<file path="src/rtl/param_processor.sv">
// param_processor: parametrised multi-cycle compute core.
// Eight DATA_W-bit registers, a writable 2^PC_W-word instruction memory,
// an internal program counter with branches, and a HALT instruction.
// Each instruction walks FETCH -> DECODE -> EXEC -> WB. Dropping run pauses
// the core in IDLE at the next instruction boundary.
// Optional feature: define PARAM_PROC_MUL_EN to turn opcode E into an
// unsigned multiply. When it is undefined, opcode E is a NOP.
// Handshake: there is no valid/ready pair. run is a level. It is sampled in
// IDLE to start execution and in WB to decide whether to continue.
// imem_we is a single-cycle strobe. It is honoured only in IDLE or HALT.
module param_processor #(
    parameter int DATA_W = 16,
    parameter int PC_W   = 3
) (
    input  logic              clk,
    input  logic              rst,
    input  logic              run,
    input  logic              imem_we,
    input  logic [PC_W-1:0]   imem_addr,
    input  logic [15:0]       imem_wdata,
    output logic [3:0]        state,
    output logic [PC_W-1:0]   pc,
    output logic [DATA_W-1:0] alu_result,
    output logic [2:0]        flags,
    output logic              halted
);

    typedef enum logic [3:0] {
        S_IDLE   = 4'd0,
        S_FETCH  = 4'd1,
        S_DECODE = 4'd2,
        S_EXEC   = 4'd3,
        S_WB     = 4'd4,
        S_HALT   = 4'd5
    } state_t;

    state_t            st;
    logic [15:0]       imem [0:(1<<PC_W)-1];
    logic [DATA_W-1:0] regs [0:7];
    logic [15:0]       ir;
    logic [DATA_W-1:0] op_a;
    logic [DATA_W-1:0] op_b;
    logic              wb_en;
    logic              take_br;
    logic [PC_W-1:0]   br_target;

    logic [3:0]        opc;
    logic [2:0]        rd;
    logic [2:0]        ra;
    logic [2:0]        rb;
    logic [5:0]        imm6;
    logic [DATA_W-1:0] imm_sx;
    logic [DATA_W-1:0] add_b;
    logic [DATA_W:0]   sum;
    logic [DATA_W-1:0] res;
    logic              c_out;
    logic              res_we;
    logic              fl_we;
    logic              br_taken;
`ifdef PARAM_PROC_MUL_EN
    logic [2*DATA_W-1:0] prod;
`endif

    assign state  = st;
    assign opc    = ir[15:12];
    assign rd     = ir[11:9];
    assign ra     = ir[8:6];
    assign rb     = ir[5:3];
    assign imm6   = ir[5:0];
    assign imm_sx = {{(DATA_W-6){imm6[5]}}, imm6};
    // ADD and ADDI share one adder. Its extra bit is the carry out.
    assign add_b  = (opc == 4'h9) ? imm_sx : op_b;
    assign sum    = {1'b0, op_a} + {1'b0, add_b};
`ifdef PARAM_PROC_MUL_EN
    assign prod   = op_a * op_b;
`endif

    // ALU: result, carry and the write/flag-update enables for the current IR.
    always_comb begin
        res    = '0;
        c_out  = 1'b0;
        res_we = 1'b0;
        fl_we  = 1'b0;
        case (opc)
            4'h1, 4'h9: begin res = sum[DATA_W-1:0]; c_out = sum[DATA_W]; res_we = 1'b1; fl_we = 1'b1; end
            4'h2: begin res = op_a - op_b; c_out = (op_a < op_b); res_we = 1'b1; fl_we = 1'b1; end
            4'h3: begin res = op_a & op_b; res_we = 1'b1; fl_we = 1'b1; end
            4'h4: begin res = op_a | op_b; res_we = 1'b1; fl_we = 1'b1; end
            4'h5: begin res = op_a ^ op_b; res_we = 1'b1; fl_we = 1'b1; end
            4'h6: begin res = {op_a[DATA_W-2:0], 1'b0}; c_out = op_a[DATA_W-1]; res_we = 1'b1; fl_we = 1'b1; end
            4'h7: begin res = {1'b0, op_a[DATA_W-1:1]}; c_out = op_a[0]; res_we = 1'b1; fl_we = 1'b1; end
            4'h8: begin res = {{(DATA_W-6){1'b0}}, imm6}; res_we = 1'b1; end
            4'hD: begin res = op_a; res_we = 1'b1; end
`ifdef PARAM_PROC_MUL_EN
            4'hE: begin
                res    = prod[DATA_W-1:0];
                c_out  = |prod[2*DATA_W-1:DATA_W];
                res_we = 1'b1;
                fl_we  = 1'b1;
            end
`endif
            default: ;
        endcase
    end

    // Branch decision. Branches never touch the flags, so the registered Z is current.
    assign br_taken = (opc == 4'hA) ||
                      (opc == 4'hB && flags[2]) ||
                      (opc == 4'hC && !flags[2]);

    // Instruction memory write port. It is open only while the core is parked.
    // Reset blocks the write but does not clear the contents.
    always_ff @(posedge clk) begin
        if (!rst && imem_we && (st == S_IDLE || st == S_HALT)) begin
            imem[imem_addr] <= imem_wdata;
        end
    end

    // Control FSM with the datapath registers it sequences.
    always_ff @(posedge clk) begin
        if (rst) begin
            st         <= S_IDLE;
            pc         <= '0;
            alu_result <= '0;
            flags      <= 3'b000;
            halted     <= 1'b0;
            ir         <= '0;
            op_a       <= '0;
            op_b       <= '0;
            wb_en      <= 1'b0;
            take_br    <= 1'b0;
            br_target  <= '0;
            for (int i = 0; i < 8; i++) begin
                regs[i] <= '0;
            end
        end else begin
            case (st)
                S_IDLE: begin
                    if (run) begin
                        st <= S_FETCH;
                    end
                end
                S_FETCH: begin
                    ir <= imem[pc];
                    st <= S_DECODE;
                end
                S_DECODE: begin
                    op_a <= regs[ra];
                    op_b <= regs[rb];
                    st   <= S_EXEC;
                end
                S_EXEC: begin
                    if (opc == 4'hF) begin
                        halted <= 1'b1;
                        st     <= S_HALT;
                    end else begin
                        if (res_we) begin
                            alu_result <= res;
                        end
                        if (fl_we) begin
                            flags <= {(res == '0), res[DATA_W-1], c_out};
                        end
                        wb_en     <= res_we;
                        take_br   <= br_taken;
                        br_target <= imm6[PC_W-1:0];
                        st        <= S_WB;
                    end
                end
                S_WB: begin
                    if (wb_en) begin
                        regs[rd] <= alu_result;
                    end
                    pc <= take_br ? br_target : pc + PC_W'(1);
                    st <= run ? S_FETCH : S_IDLE;
                end
                S_HALT: begin
                    st <= S_HALT;
                end
                default: begin
                    st <= S_IDLE;
                end
            endcase
        end
    end

endmodule

</file>
<file path="config.mk">
export PLATFORM = sky130hd
export DESIGN_NAME = param_processor
export DESIGN_NICKNAME = d
export VERILOG_FILES = /design/src/rtl/param_processor.sv
export SDC_FILE = /design/constraint.sdc
export NUM_CORES = 1
export LEC_CHECK = 0
export CORE_ASPECT_RATIO = 0.7
export CORE_MARGIN = 2
export CORE_UTILIZATION = 45
export DETAILED_ROUTE_END_ITERATION = 10
export SLEW_MARGIN = 10
export SYNTH_ARGS = -nofsm -noshare
export SYNTH_HDL_FRONTEND = slang
export SYNTH_SLANG_ARGS = --single-unit
</file>
<file path="constraint.sdc">
create_clock -name clk -period 4.85 [get_ports clk]
set_clock_uncertainty 0.1 [all_clocks]
set_input_delay 0.97 -clock clk [delete_from_list [all_inputs] [get_ports clk]]
set_output_delay 0.97 -clock clk [all_outputs]
set_load 0.01 [all_outputs]
</file>
# Yosys cells after proc, flatten, opt, wreduce, memory -nomap -nowiden
# Memory sizes are Yosys's and may differ from the RTL's. A register that Yosys moved wholly into a read port is not among the register bits.
# Index checks and enable logic that the tools add are counted.
[totals]
regBits = 32
latchBits = 0
ram_bits = 256
rom_bits = 0
inputBits = 23
output_inout_bits = 27
elab_cells = 78
memories = 2
[memory_table]
columns = ["memory", "depth", "width", "rd", "rd_clocked_by_memory_dff", "write_ports", "line", "rtl"]
rows = [
  ["imem", 8, 16, 1, 1, 1, "38", "logic [15:0] imem [0:(1<<PC_W)-1];"],
  ["regs", 8, 16, 2, 2, 8, "39", "logic [DATA_W-1:0] regs [0:7];"],
]
[classes]
addsub = 3
n_mul = 0
n_div = 0
n_lt_le_gt_ge = 1
n_eq_ne = 20
n_shift = 0
mux = 21
bitwise_logic = 4
reduce_logical = 19
[op_table]
columns = ["operator", "n"]
rows = [
  ["$pmux W16 S9", 1],
  ["$mux W16", 2],
  ["$eq A4 B4 Y1 const B", 7],
  ["$eq A4 B3 Y1 const B", 6],
  ["$pmux W4 S6", 1],
  ["$add A16 B16 Y17", 1],
  ["$and A16 B16 Y16", 1],
  ["$eq A4 B2 Y1 const B", 4],
  ["$logic_not A16 Y1", 1],
  ["$lt A16 B16 Y1", 1],
  ["$or A16 B16 Y16", 1],
  ["$reduce_or A16 Y1", 1],
  ["$sub A16 B16 Y16", 1],
  ["$xor A16 B16 Y16", 1],
  ["$mux W1", 13],
  ["$reduce_or A10 Y1", 1],
  ["$eq A4 B1 Y1 const B", 2],
  ["$reduce_or A8 Y1", 1],
  ["$mux W3", 2],
  ["$reduce_and A3 Y1", 2],
  ["$logic_and A1 B1 Y1", 4],
  ["$logic_not A4 Y1", 1],
  ["$mux W4", 1],
  ["$pmux W1 S4", 1],
  ["7 further kinds", 11],
]

# Logic depth before layout (Yosys ltp)
# Gate-level depths: netlist (run 1).
[logic_depth]
ltp_word = 6
mapped_depth = 18
ltp_nobuf = 16

# Worst setup path after synthesis (run 1)
# OpenSTA, ideal clock, no wires.
[synth_timing]
path_kind = "register to register"
start = "reg ir[13], read port of imem"
end = "reg alu_result[14]"
setup_time_ns = 0.122
t_arrival_ns = 3.763
required_time_ns = 4.628
slack_ns = 0.866
path_stages_with_launch = 17
path_buffers = 2
synth_period_minus_slack_ns = 3.984
path_cell_list = "dfxtp_1 > buf_4 > buf_4 > nor2_1 > nand2_1 > mux2_2 > ha_1 > inv_1 > fa_1 > and3b_1 > o221ai_1 > o2111ai_1 > nand3_1 > a31oi_1 > xnor2_1 > o2111ai_1 > o311a_1"
[synth_between]
elab_chain_cells = 4
elab_cells_between_ends = 19
cone_classes = "add/sub: 1; eq/ne: 11; mux: 3; bitwise: 1; reduce/logical: 3"
[synth_rtl]
columns = ["element", "line", "rtl"]
rows = [
  ["from (decl)", "40", "logic [15:0] ir;"],
  ["$eq A4 B4 Y1, or another cell as far along", "72, 84", ""],
  ["$mux W16 or $reduce_or A10 Y1 (tied branches)", "-", ""],
  ["$add A16 B16 Y17 or $mux W1 (tied branches)", "73, 84", ""],
  ["$pmux W16 S9 or $reduce_and A3 Y1 (tied branches)", "-", ""],
  ["to (signal assigned)", "158", "alu_result <= res;"],
  ["to (decl)", "23", "output logic [DATA_W-1:0] alu_result,"],
]
# Several ways; a longest one is shown, not always the timed one.
# A chain may end at the register's enable or synchronous reset.

# Final worst setup path (run 1)
[layout_timing]
start = "reg ir[14], read port of imem"
end = "reg flags[2]"
[layout_between]
elab_chain_cells = 5
elab_cells_between_ends = 20
cone_classes = "add/sub: 1; eq/ne: 11; mux: 3; bitwise: 1; reduce/logical: 4"
[layout_rtl]
columns = ["element", "line", "rtl"]
rows = [
  ["$eq A4 B4 Y1", "72, 84", ""],
  ["$mux W16", "72", "assign add_b = (opc == 4'h9) ? imm_sx : op_b;"],
  ["$add A16 B16 Y17", "73", "assign sum = {1'b0, op_a} + {1'b0, add_b};"],
  ["$pmux W16 S9", "84", "case (opc)"],
  ["$logic_not A16 Y1", "161", "flags <= {(res == '0), res[DATA_W-1], c_out};"],
  ["to (signal assigned)", "161", ""],
  ["to (decl)", "24", "output logic [2:0] flags,"],
]
# Several ways; a longest one is shown, not always the timed one.

==> metrics, run 1 <==
status=finished clean; Distinct cells, synth=83; DRC Markers=0; r2r endpoint=flags[2]; Die Area=41600 um^2; Hold-fix buffers, CTS=0; CTS Buf Count=36; Worst-Skew Late Latency=0.53 ns; Die W=242.9 um; Worst-path clk slew=0.06 ns; GRT overflow=0; Vias/cell=5.983; starting density of the core=45.48%; Post-Route WL=48.89 mm; Post-Syn Area=17980 um^2; core area=39540 um^2; WHS Path Cells=2; die height=171.2 um; Synth Area in Adders=4.954%; Min Clock Period, post-route=4.086 ns; largest family of logic cells by synthesized area=multiplexers; most numerous cell in the Yosys netlist=edfxtp_1; flops & latches, synth=335; Synth Area in Compound Gates=9.324%; GPL Wtd Cong=0.9194; RSZ-0062 raised after global routing=no; post-CTS setup buffer count=0; Post-Place Worst Slack=0.7962 ns; sequential cell area fraction in the yosys report=51.55%; Synth Area in Simple Gates=13.33%; share of cells above drive strength 1=15.48%; Final TNS setup=0 ns; post-synthesis mux area share=16.53%; final hold vios=0; PD cells=370.2 nW/um^2; post-DP HPWL=33.45 mm; first-pass GRT wire length=73.55 mm; Slew Limit Fails=0; WP data arrival=4.42 ns; Worst EP required=5.18 ns; YS warnings=0; Synth Area in XOR/XNOR=0.7793%; syn nets=1530; vias in the first global route=11613; CP endpoint kind=register; hold endpoint=halted; Layout area overhead=12.51%; CTS resizes=0; Post-synth ARST share=0%; Routed WL per cell=24.02 um; area fraction of the dominant cell type after synthesis=42.75%; period utilization=84.25%; Final Power=7.490 mW; final setup margin=0.7639 ns; Tightest Pin Transition=1.236 ns; DR iter-0 viols=1282; GRT Total Usage=23.62%; routed vias=12176; drt first pass iters=7; worst r2r src=ir[14]; clk sink count=335; hold_sp=halted; fmax=0.2447 GHz; Fin Hold WS=0.3782 ns; # setup viols final=0; Routed Antenna Nets=0; Max clock buf depth=3; largest area contributor in the netlist=edfxtp_1; Mapped Cells=1437; Post-synth top flop=edfxtp_1; ranking of synthesized cells by area=edfxtp_1 (43%), mux4_2 (12%), dfxtp_1 (8.8%); leakage power total=6.912 nW; CTS root buf=clkbuf_16; nets=1566; HP Class=register to register; Core Rows=61; Slew HR=17.53%; CTS tree=done; number of flops mapped to enable cells by yosys=256; worst-path fanout max=16; initial antenna violation count=0; mean post-synth cell area=12.51 um^2; # H-tree levels=2; worst reg2reg path depth=18; top cells by instance count after synthesis=edfxtp_1 (256), and2_1 (132), nor2_1 (128); R2R Setup Slk=0.76 ns; Buffers on Ports=48; WS Path Type=register to register; Worst VDD drop=206.9 uV; Startpoint Class=register; Maximum Capacitance Violations=0; largest net degree at the start of global routing=65; # IOs=50
## where the power goes
group	internal, mW	switching, mW
combinational	0.611	0.908
clock	1.51	1.11
sequential	3.19	0.153
## kinds of logic after synthesis
logic type	count (synthesis)
other	1
DFF	335
AOI/OAI and AO/OA	235
adders and majority gates	70
xor gates and xnor gates	16
buffers and inverters	152
muxes	176
and+or+nand+nor	452
## worst max-delay path: stages, from the launching register on
cell and delay [ns]:
dfxtp_1 0.30, nand2b_1 0.16, nor2_1 0.09, buf_4 0.19, nand2_1 0.07, buf_4 0.20, mux2_2 0.24, ha_1 0.18
inv_1 0.07, fa_1 0.42, and3b_1 0.26, o221ai_1 0.19, o2111ai_1 0.39, a21oi_1 0.15, and4b_1 0.21, nor3_1 0.23
and4b_1 0.23, nand4_1 0.13, o31ai_2 0.20
## through the flow
stage | instances | area (um^2) | util (%)
2_1_floorplan | 1437 | 17980 | -
3_3_place_gp | 1970 | 19110 | 48.34
3_5_place_dp | 1970 | 19110 | 48.34
4_1_cts | 2034 | 20230 | 51.16
5_1_grt | 2034 | 20230 | 51.16
6_report | 2035 | 20230 | 51.17
## cell type report
type                       count  area, um^2
clock buffer                  50        1008
antenna                        1       2.502
timing repair buffer          95       828.3
sequential                   335        9273
fill                        3447       19300
clock inverter                14       107.6
multi-input combinational    950        8135
tap                          535       669.4
inverter                      55       206.4
## registers in the layout, summed over array words and instances (netlist names)
| signal | count |
|---|---|
| imem | 128 |
| regs | 128 |
| alu_result | 16 |
| ir | 16 |
| op_a | 16 |
| op_b | 16 |
| br_target | 3 |
| flags | 3 |
| pc | 3 |
| state | 3 |
| halted | 1 |
| take_br | 1 |
| wb_en | 1 |
## layout by cell type (no fill, tap or decap), types with 10 or more instances in the layout
cell / Yosys / final
edfxtp_1: 256 / 256
and2_1: 132 / 132
nor2_1: 128 / 127
mux4_2: 96 / 96
dfxtp_1: 79 / 76
mux2i_1: 73 / 73
ha_1: 68 / 68
a211oi_1: 65 / 65
nand2_1: 62 / 62
inv_1: 54 / 54
clkdlybuf4s50_1: 0 / 47
buf_4: 4 / 47
clkbuf_16: 0 / 37
a21oi_1: 35 / 35
o21ai_0: 27 / 21
nand2b_1: 17 / 17
nor3_1: 21 / 17
nand3_1: 13 / 13
xnor2_1: 13 / 13
nor2b_1: 12 / 12
o211ai_1: 10 / 10
a22oi_1: 10 / 10
## routing by layer
| layer | share of wire [%] | wire, um | track usage [%] | up-vias |
|---|---|---|---|---|
| met1 | 48 | 23540 | 36.63 | 6158 |
| met3 | 9.5 | 4626 | 6.834 | 46 |
| li1 | - | - | - | 5533 |
| met5 | 0 | 0 | 0 | - |
| met2 | 41 | 20040 | 32.73 | 439 |
| met4 | 1.4 | 670 | 4.455 | 0 |
## how the worst max path moves through the flow
stage	start	endpoint	slack, ns	cells past startpoint
2_1_floorplan	ir[13]	alu_result[14]	0.87	16
3_3_place_gp	ir[14]	flags[2]	0.90	18
3_5_place_dp	ir[14]	alu_result[14]	0.80	17
4_1_cts	ir[14]	alu_result[14]	0.78	17
5_1_grt	ir[14]	flags[2]	0.42	18
6_report	ir[14]	flags[2]	0.76	18
No activity file was read; power rests on OpenSTA's default activity.
==> run 2, diff against run 1 <==
==> constraint.sdc (replaced) <==
create_clock -name clk -period 4 [get_ports clk]
set_clock_uncertainty 0.1 [all_clocks]
set_input_delay 0.8 -clock clk [delete_from_list [all_inputs] [get_ports clk]]
set_output_delay 0.8 -clock clk [all_outputs]
set_load 0.01 [all_outputs]
==> run 2 against run 1 <==
  * Global-route usage is 0.52 points higher
  * Hold slack gained 0.0054 ns
  * Non-clock buffer count increased by 12
  * Clock power is 27% higher
  * Largest cell class unchanged
==> metrics, run 2 (same netlist as run 1, synthesis figures left out) <==
leakage power total=7.010 nW; Clk pwr share=35.9%; sw power=2.672 mW; starting density of the core=45.48%; first-pass GRT wire length=74.93 mm; # IOs=50; CTS Buf Count=36; Cell Area, Placed=19210 um^2; drt first pass iters=5; Die W=242.9 um; GPL Wtd Cong=0.9160; post-CTS setup buffer count=0; Sw Share=28.83%; CTS tree=done; Worst VDD drop=299.3 uV; fmax=0.2650 GHz; post-placement cell count=1982; core area=39540 um^2; final non-filler cell area=20410 um^2; status=finished clean; worst-path fanout max=15; Worst EP required=4.33 ns; internal power=6.595 mW; routed vias=12091; Final Core Density=51.64%; Final TNS setup=0 ns; DRC Markers=0; post-DP HPWL=33.92 mm; GR Layer Usage met1=38.16%; Hold-fix buffers, CTS=0; period utilization=94.34%; CP endpoint kind=register; met3 Usage GRT=5.321%; vias in the first global route=11804; HP Class=register to register; worst reg2reg path depth=15; Slew HR=32.83%; CTS root buf=clkbuf_16; Core Rows=61; WP data arrival=4.11 ns; RSZ-0062 raised after global routing=no; Routed Antenna Nets=0; nets=1578; global route hottest layer=met1; Critical Path Source=ir[14]; initial antenna violation count=2; largest net degree at the start of global routing=79; die height=171.2 um; share of cells above drive strength 1=16.39%; Max clock buf depth=3; final hold vios=0; # fillers=3458; Final Non-Filler Cells=2048; commonest non-fill, non-tap cell in the layout=edfxtp_1; GRT Total Usage=24.14%; Comb power frac=20.4%; biggest regs=imem (128), regs (128); Buffers on Ports=48; worst r2r src=ir[14]; hold_sp=halted; most frequent cells in the layout=edfxtp_1 (256), and2_1 (132), nor2_1 (127); Vias/cell=5.904; WHS Path Cells=2; Routed WL per cell=24.14 um; GRT overflow=0; Final Power=9.267 mW; Post-Route WL=49.44 mm; Worst-Skew Late Latency=0.55 ns; ant diodes=0; Post-Place Worst Slack=0.2783 ns; Maximum Capacitance Violations=0; Min Clock Period, post-route=3.774 ns; # setup viols final=0; # H-tree levels=2; final setup margin=0.2263 ns; clk sink count=335; DR iter-0 viols=1445; Fin Hold WS=0.3836 ns; GRT met2 Usage=33.78%; Worst-path clk slew=0.06 ns; Layout area overhead=13.53%; Sequential Power Share=43.7%; WS Path Type=register to register; Tightest Pin Transition=1.003 ns; CTS resizes=0; Slew Limit Fails=0; Die Area=41600 um^2; PD cells=453.9 nW/um^2; Startpoint Class=register
[run 2: cell types whose count changed in the layout (fill, tap and decap cells not counted), sizes merged]
cell	change
buf	+12
bufinv	+1
clkbuf	+3
clkinv	-1
diode	-1
inv	-1
[run 2: power groups by stage]
stage | Sequential (mW) | Combinational, mW | Clock [mW]
3_5_place_dp | 4.12 | 1.84 | 0
2_1_floorplan | 4.03 | 1.31 | 0
4_1_cts | 4.04 | 1.85 | 3.39
3_3_place_gp | 4.11 | 1.83 | 0
5_1_grt | 4.06 | 2.03 | 3.53
6_report | 4.05 | 1.89 | 3.33
[run 2: layout make-up]
cell class / instances / area, um^2 / area share, %
flip-flops and latches: 335 / 9273 / 45.42
multi-input cells: 950 / 8152 / 39.93
clock buffers: 53 / 1057 / 5.179
repair buffers: 107 / 930.9 / 4.560
well taps: 535 / 669.4 / 3.279
inverters: 55 / 206.4 / 1.011
clock inverters: 13 / 126.4 / 0.6190
[run 2: per-layer routing]
metal	up-vias	routed length, um
met5	-	12
met4	2	781
met3	53	4335
met2	432	20030
met1	6050	24280
li1	5554	-
[run 2: worst paths after layout]
path | to | slack [ns]
worst max-delay path | flags[2] | 0.23
worst min-delay path | halted | 0.38
worst max register to register | flags[2] | 0.23
worst min register to register | halted | 0.38
[run 2: worst max-delay path: stages, from the launching register on]
cell and delay [ns]:
dfxtp_1 0.33, nand2b_1 0.14, nor2_1 0.06, nand2_1 0.09, buf_4 0.23, mux2_2 0.38
ha_1 0.31, a211oi_2 0.30, nor3_1 0.14, or3_1 0.41, a21oi_1 0.23, mux2i_1 0.23
and3_1 0.21, and4b_1 0.20, nand4_1 0.12, o31ai_2 0.21
==> run 3, diff against run 2 <==
--- a/config.mk
+++ b/config.mk
@@ -5,10 +5,12 @@
 export SDC_FILE = /design/constraint.sdc
 export NUM_CORES = 1
 export LEC_CHECK = 0
+export ABC_AREA = 1
 export CORE_ASPECT_RATIO = 0.7
 export CORE_MARGIN = 2
 export CORE_UTILIZATION = 45
 export DETAILED_ROUTE_END_ITERATION = 10
+export RECOVER_POWER = 50
 export SLEW_MARGIN = 10
 export SYNTH_ARGS = -nofsm -noshare
 export SYNTH_HDL_FRONTEND = slang
==> run 3 against run 2 <==
  * The run now ends with max-capacitance violations, max-slew violations left
  * Worst setup slack improved by 0.41 ns
  * Sequential power increased by 3%
  * Die area shrank 0.47%
  * Register-to-register slack better by 0.41 ns
  * Critical path type unchanged
  * Highest routed layer is now met4
==> metrics, run 3 <==
status=finished, violations left; violated checks=max-capacitance violations, max-slew violations; CTS Buf Count=35; DR iter-0 viols=1672; routed vias=15141; Post-Place Worst Slack=0.7570 ns; hold endpoint=flags[0]; post-CTS setup buffer count=0; top cells by instance count after synthesis=nor2_1 (333), o21ai_0 (316), nand2_1 (298); # IOs=50; leakage power total=7.653 nW; drt first pass iters=6; final setup margin=0.6342 ns; post-DP HPWL=36.25 mm; YS warnings=0; # H-tree levels=2; clk sink count=335; GRT overflow=0; RSZ-0062 raised after global routing=no; post-placement cell count=2648; nets=2243; CTS resizes=0; GRT Total Usage=26.15%; hold_sp=flags[0]; Maximum Capacitance Violations=2; Final Core Density=50.68%; Max clock buf depth=3; Routed Antenna Nets=0; largest net degree at the start of global routing=81; vias in the first global route=14049; Slew Limit Fails=76; core area=39460 um^2; Final TNS setup=0 ns; share of cells above drive strength 1=4.688%; Worst-path clk slew=0.06 ns; biggest regs=imem (128), regs (128); Die W=242.3 um; final non-filler cell area=20000 um^2; Cell Area, Placed=18980 um^2; Final Non-Filler Cells=2713; PD cells=503.5 nW/um^2; Die Area=41400 um^2; Startpoint Class=register; sequential cell area fraction in the yosys report=51.80%; Buffers on Ports=48; Distinct cells, synth=41; GPL Wtd Cong=0.9806; commonest non-fill, non-tap cell in the layout=nor2_1; Worst EP required=4.23 ns; Worst VDD drop=421.9 uV; worst-path fanout max=11; # setup viols final=0; fmax=0.2971 GHz; first-pass GRT wire length=83.15 mm; Min Clock Period, post-route=3.366 ns; Vias/cell=5.581; syn nets=2222; Mapped Cells=2129; Worst-Skew Late Latency=0.53 ns; Routed WL per cell=20.04 um; DRC Markers=0; area fraction of the dominant cell type after synthesis=42.96%; Post-synth ARST share=0%; ranking of synthesized cells by area=edfxtp_1 (43%), dfxtp_1 (8.8%), o21ai_0 (8.8%); WP data arrival=3.60 ns; period utilization=84.15%; CTS tree=done; R2R Setup Slk=0.63 ns; most frequent cells in the layout=nor2_1 (334), o21ai_0 (316), nand2_1 (298); starting density of the core=45.35%; HP Class=register to register; Tightest Pin Transition=1.840 ns; Post-synth top flop=edfxtp_1; CTS root buf=clkbuf_16; worst r2r src=ir[13]; most numerous cell in the Yosys netlist=nor2_1; Final Power=10.07 mW; flops & latches, synth=335; Core Rows=61; WHS Path Cells=2; Hold-fix buffers, CTS=0; initial antenna violation count=2; final hold vios=0; WS Path Type=register to register; r2r endpoint=flags[0]; mean post-synth cell area=8.405 um^2; Fin Hold WS=0.3709 ns; CP endpoint kind=register; # fillers=3789; Post-Syn Area=17890 um^2; Post-Route WL=54.36 mm; Layout area overhead=11.75%; largest area contributor in the netlist=edfxtp_1; Slew HR=-22.65%; die height=170.8 um; number of flops mapped to enable cells by yosys=256; worst reg2reg path depth=18
## run 3: cell count changes in the layout (fill, tap and decap cells not counted), sizes merged, moves of 19 or more
cell,previous run,this run
a211oi,65,6
a21oi,35,178
and2,132,0
buf,60,32
clkdlybuf4s50,47,28
dlygate4sd3,0,20
inv,54,239
mux2i,73,6
mux4,96,0
nand2,62,303
nand3,13,75
nor2,129,338
o21ai,33,324
o22ai,4,56
## run 3: worst max-delay path, stage by stage (launching register included)
cell and delay [ns]:
dfxtp_1 0.39, inv_2 0.14, nand2_4 0.08, nor2_1 0.15
inv_1 0.08, or2_2 0.38, o21ai_0 0.11, inv_1 0.06
ha_1 0.34, nand2_1 0.13, inv_1 0.06, a21oi_1 0.19
nor2_1 0.06, nor2_1 0.18, a21oi_1 0.09, o21ai_0 0.18
nand2_1 0.10, o21ai_0 0.25, a21oi_1 0.10
## run 3: how the worst max path moves through the flow
stage                      start  slack, ns        to  depth (start not counted)
after floorplan           ir[13]       0.86  flags[2]                         23
after global placement    ir[13]       0.75  flags[0]                         18
after detailed placement  ir[13]       0.76  flags[0]                         18
after CTS                 ir[13]       0.70  flags[2]                         21
after global routing      ir[13]       0.27  flags[2]                         22
final                     ir[13]       0.63  flags[0]                         18
## run 3: kinds of logic (layout without fill, tap and decap cells)
logic type,after synthesis,in the layout,share of synthesized area (%)
compound gates,611,611,18.35
fa+ha+maj,70,70,4.978
buf+inv,354,401,7.600
flops,335,335,51.80
mux,6,6,0.3356
other cells,1,3,0.02096
simple gates,752,752,16.92
## run 3: per-layer routing
layer | global-route usage (%) | up-vias | wire (um)
li1 | - | 7295 | -
met1 | 36.43 | 7126 | 24530
met2 | 41.29 | 588 | 23940
met3 | 4.031 | 132 | 3771
met4 | 10.06 | 0 | 2117
met5 | 0 | - | 0
## run 3: power by group
group          internal (mW)  switching (mW)  leakage, nW
clock network           1.76            1.37        0.517
logic                  0.860            1.91         4.02
registers               3.92           0.264         3.12
## run 3: final cells by class
class                   instances  area (um^2)  share of cell area (%)
clock inverters                12        102.6                  0.5130
diodes                          2        5.005                 0.02503
well taps                     535        669.4                   3.347
inverters                     245        919.6                   4.599
multi-input cells            1440         7278                   36.39
flip-flops and latches        335         9274                   46.37
repair buffers                 93        783.3                   3.917
clock buffers                  51        965.9                   4.830
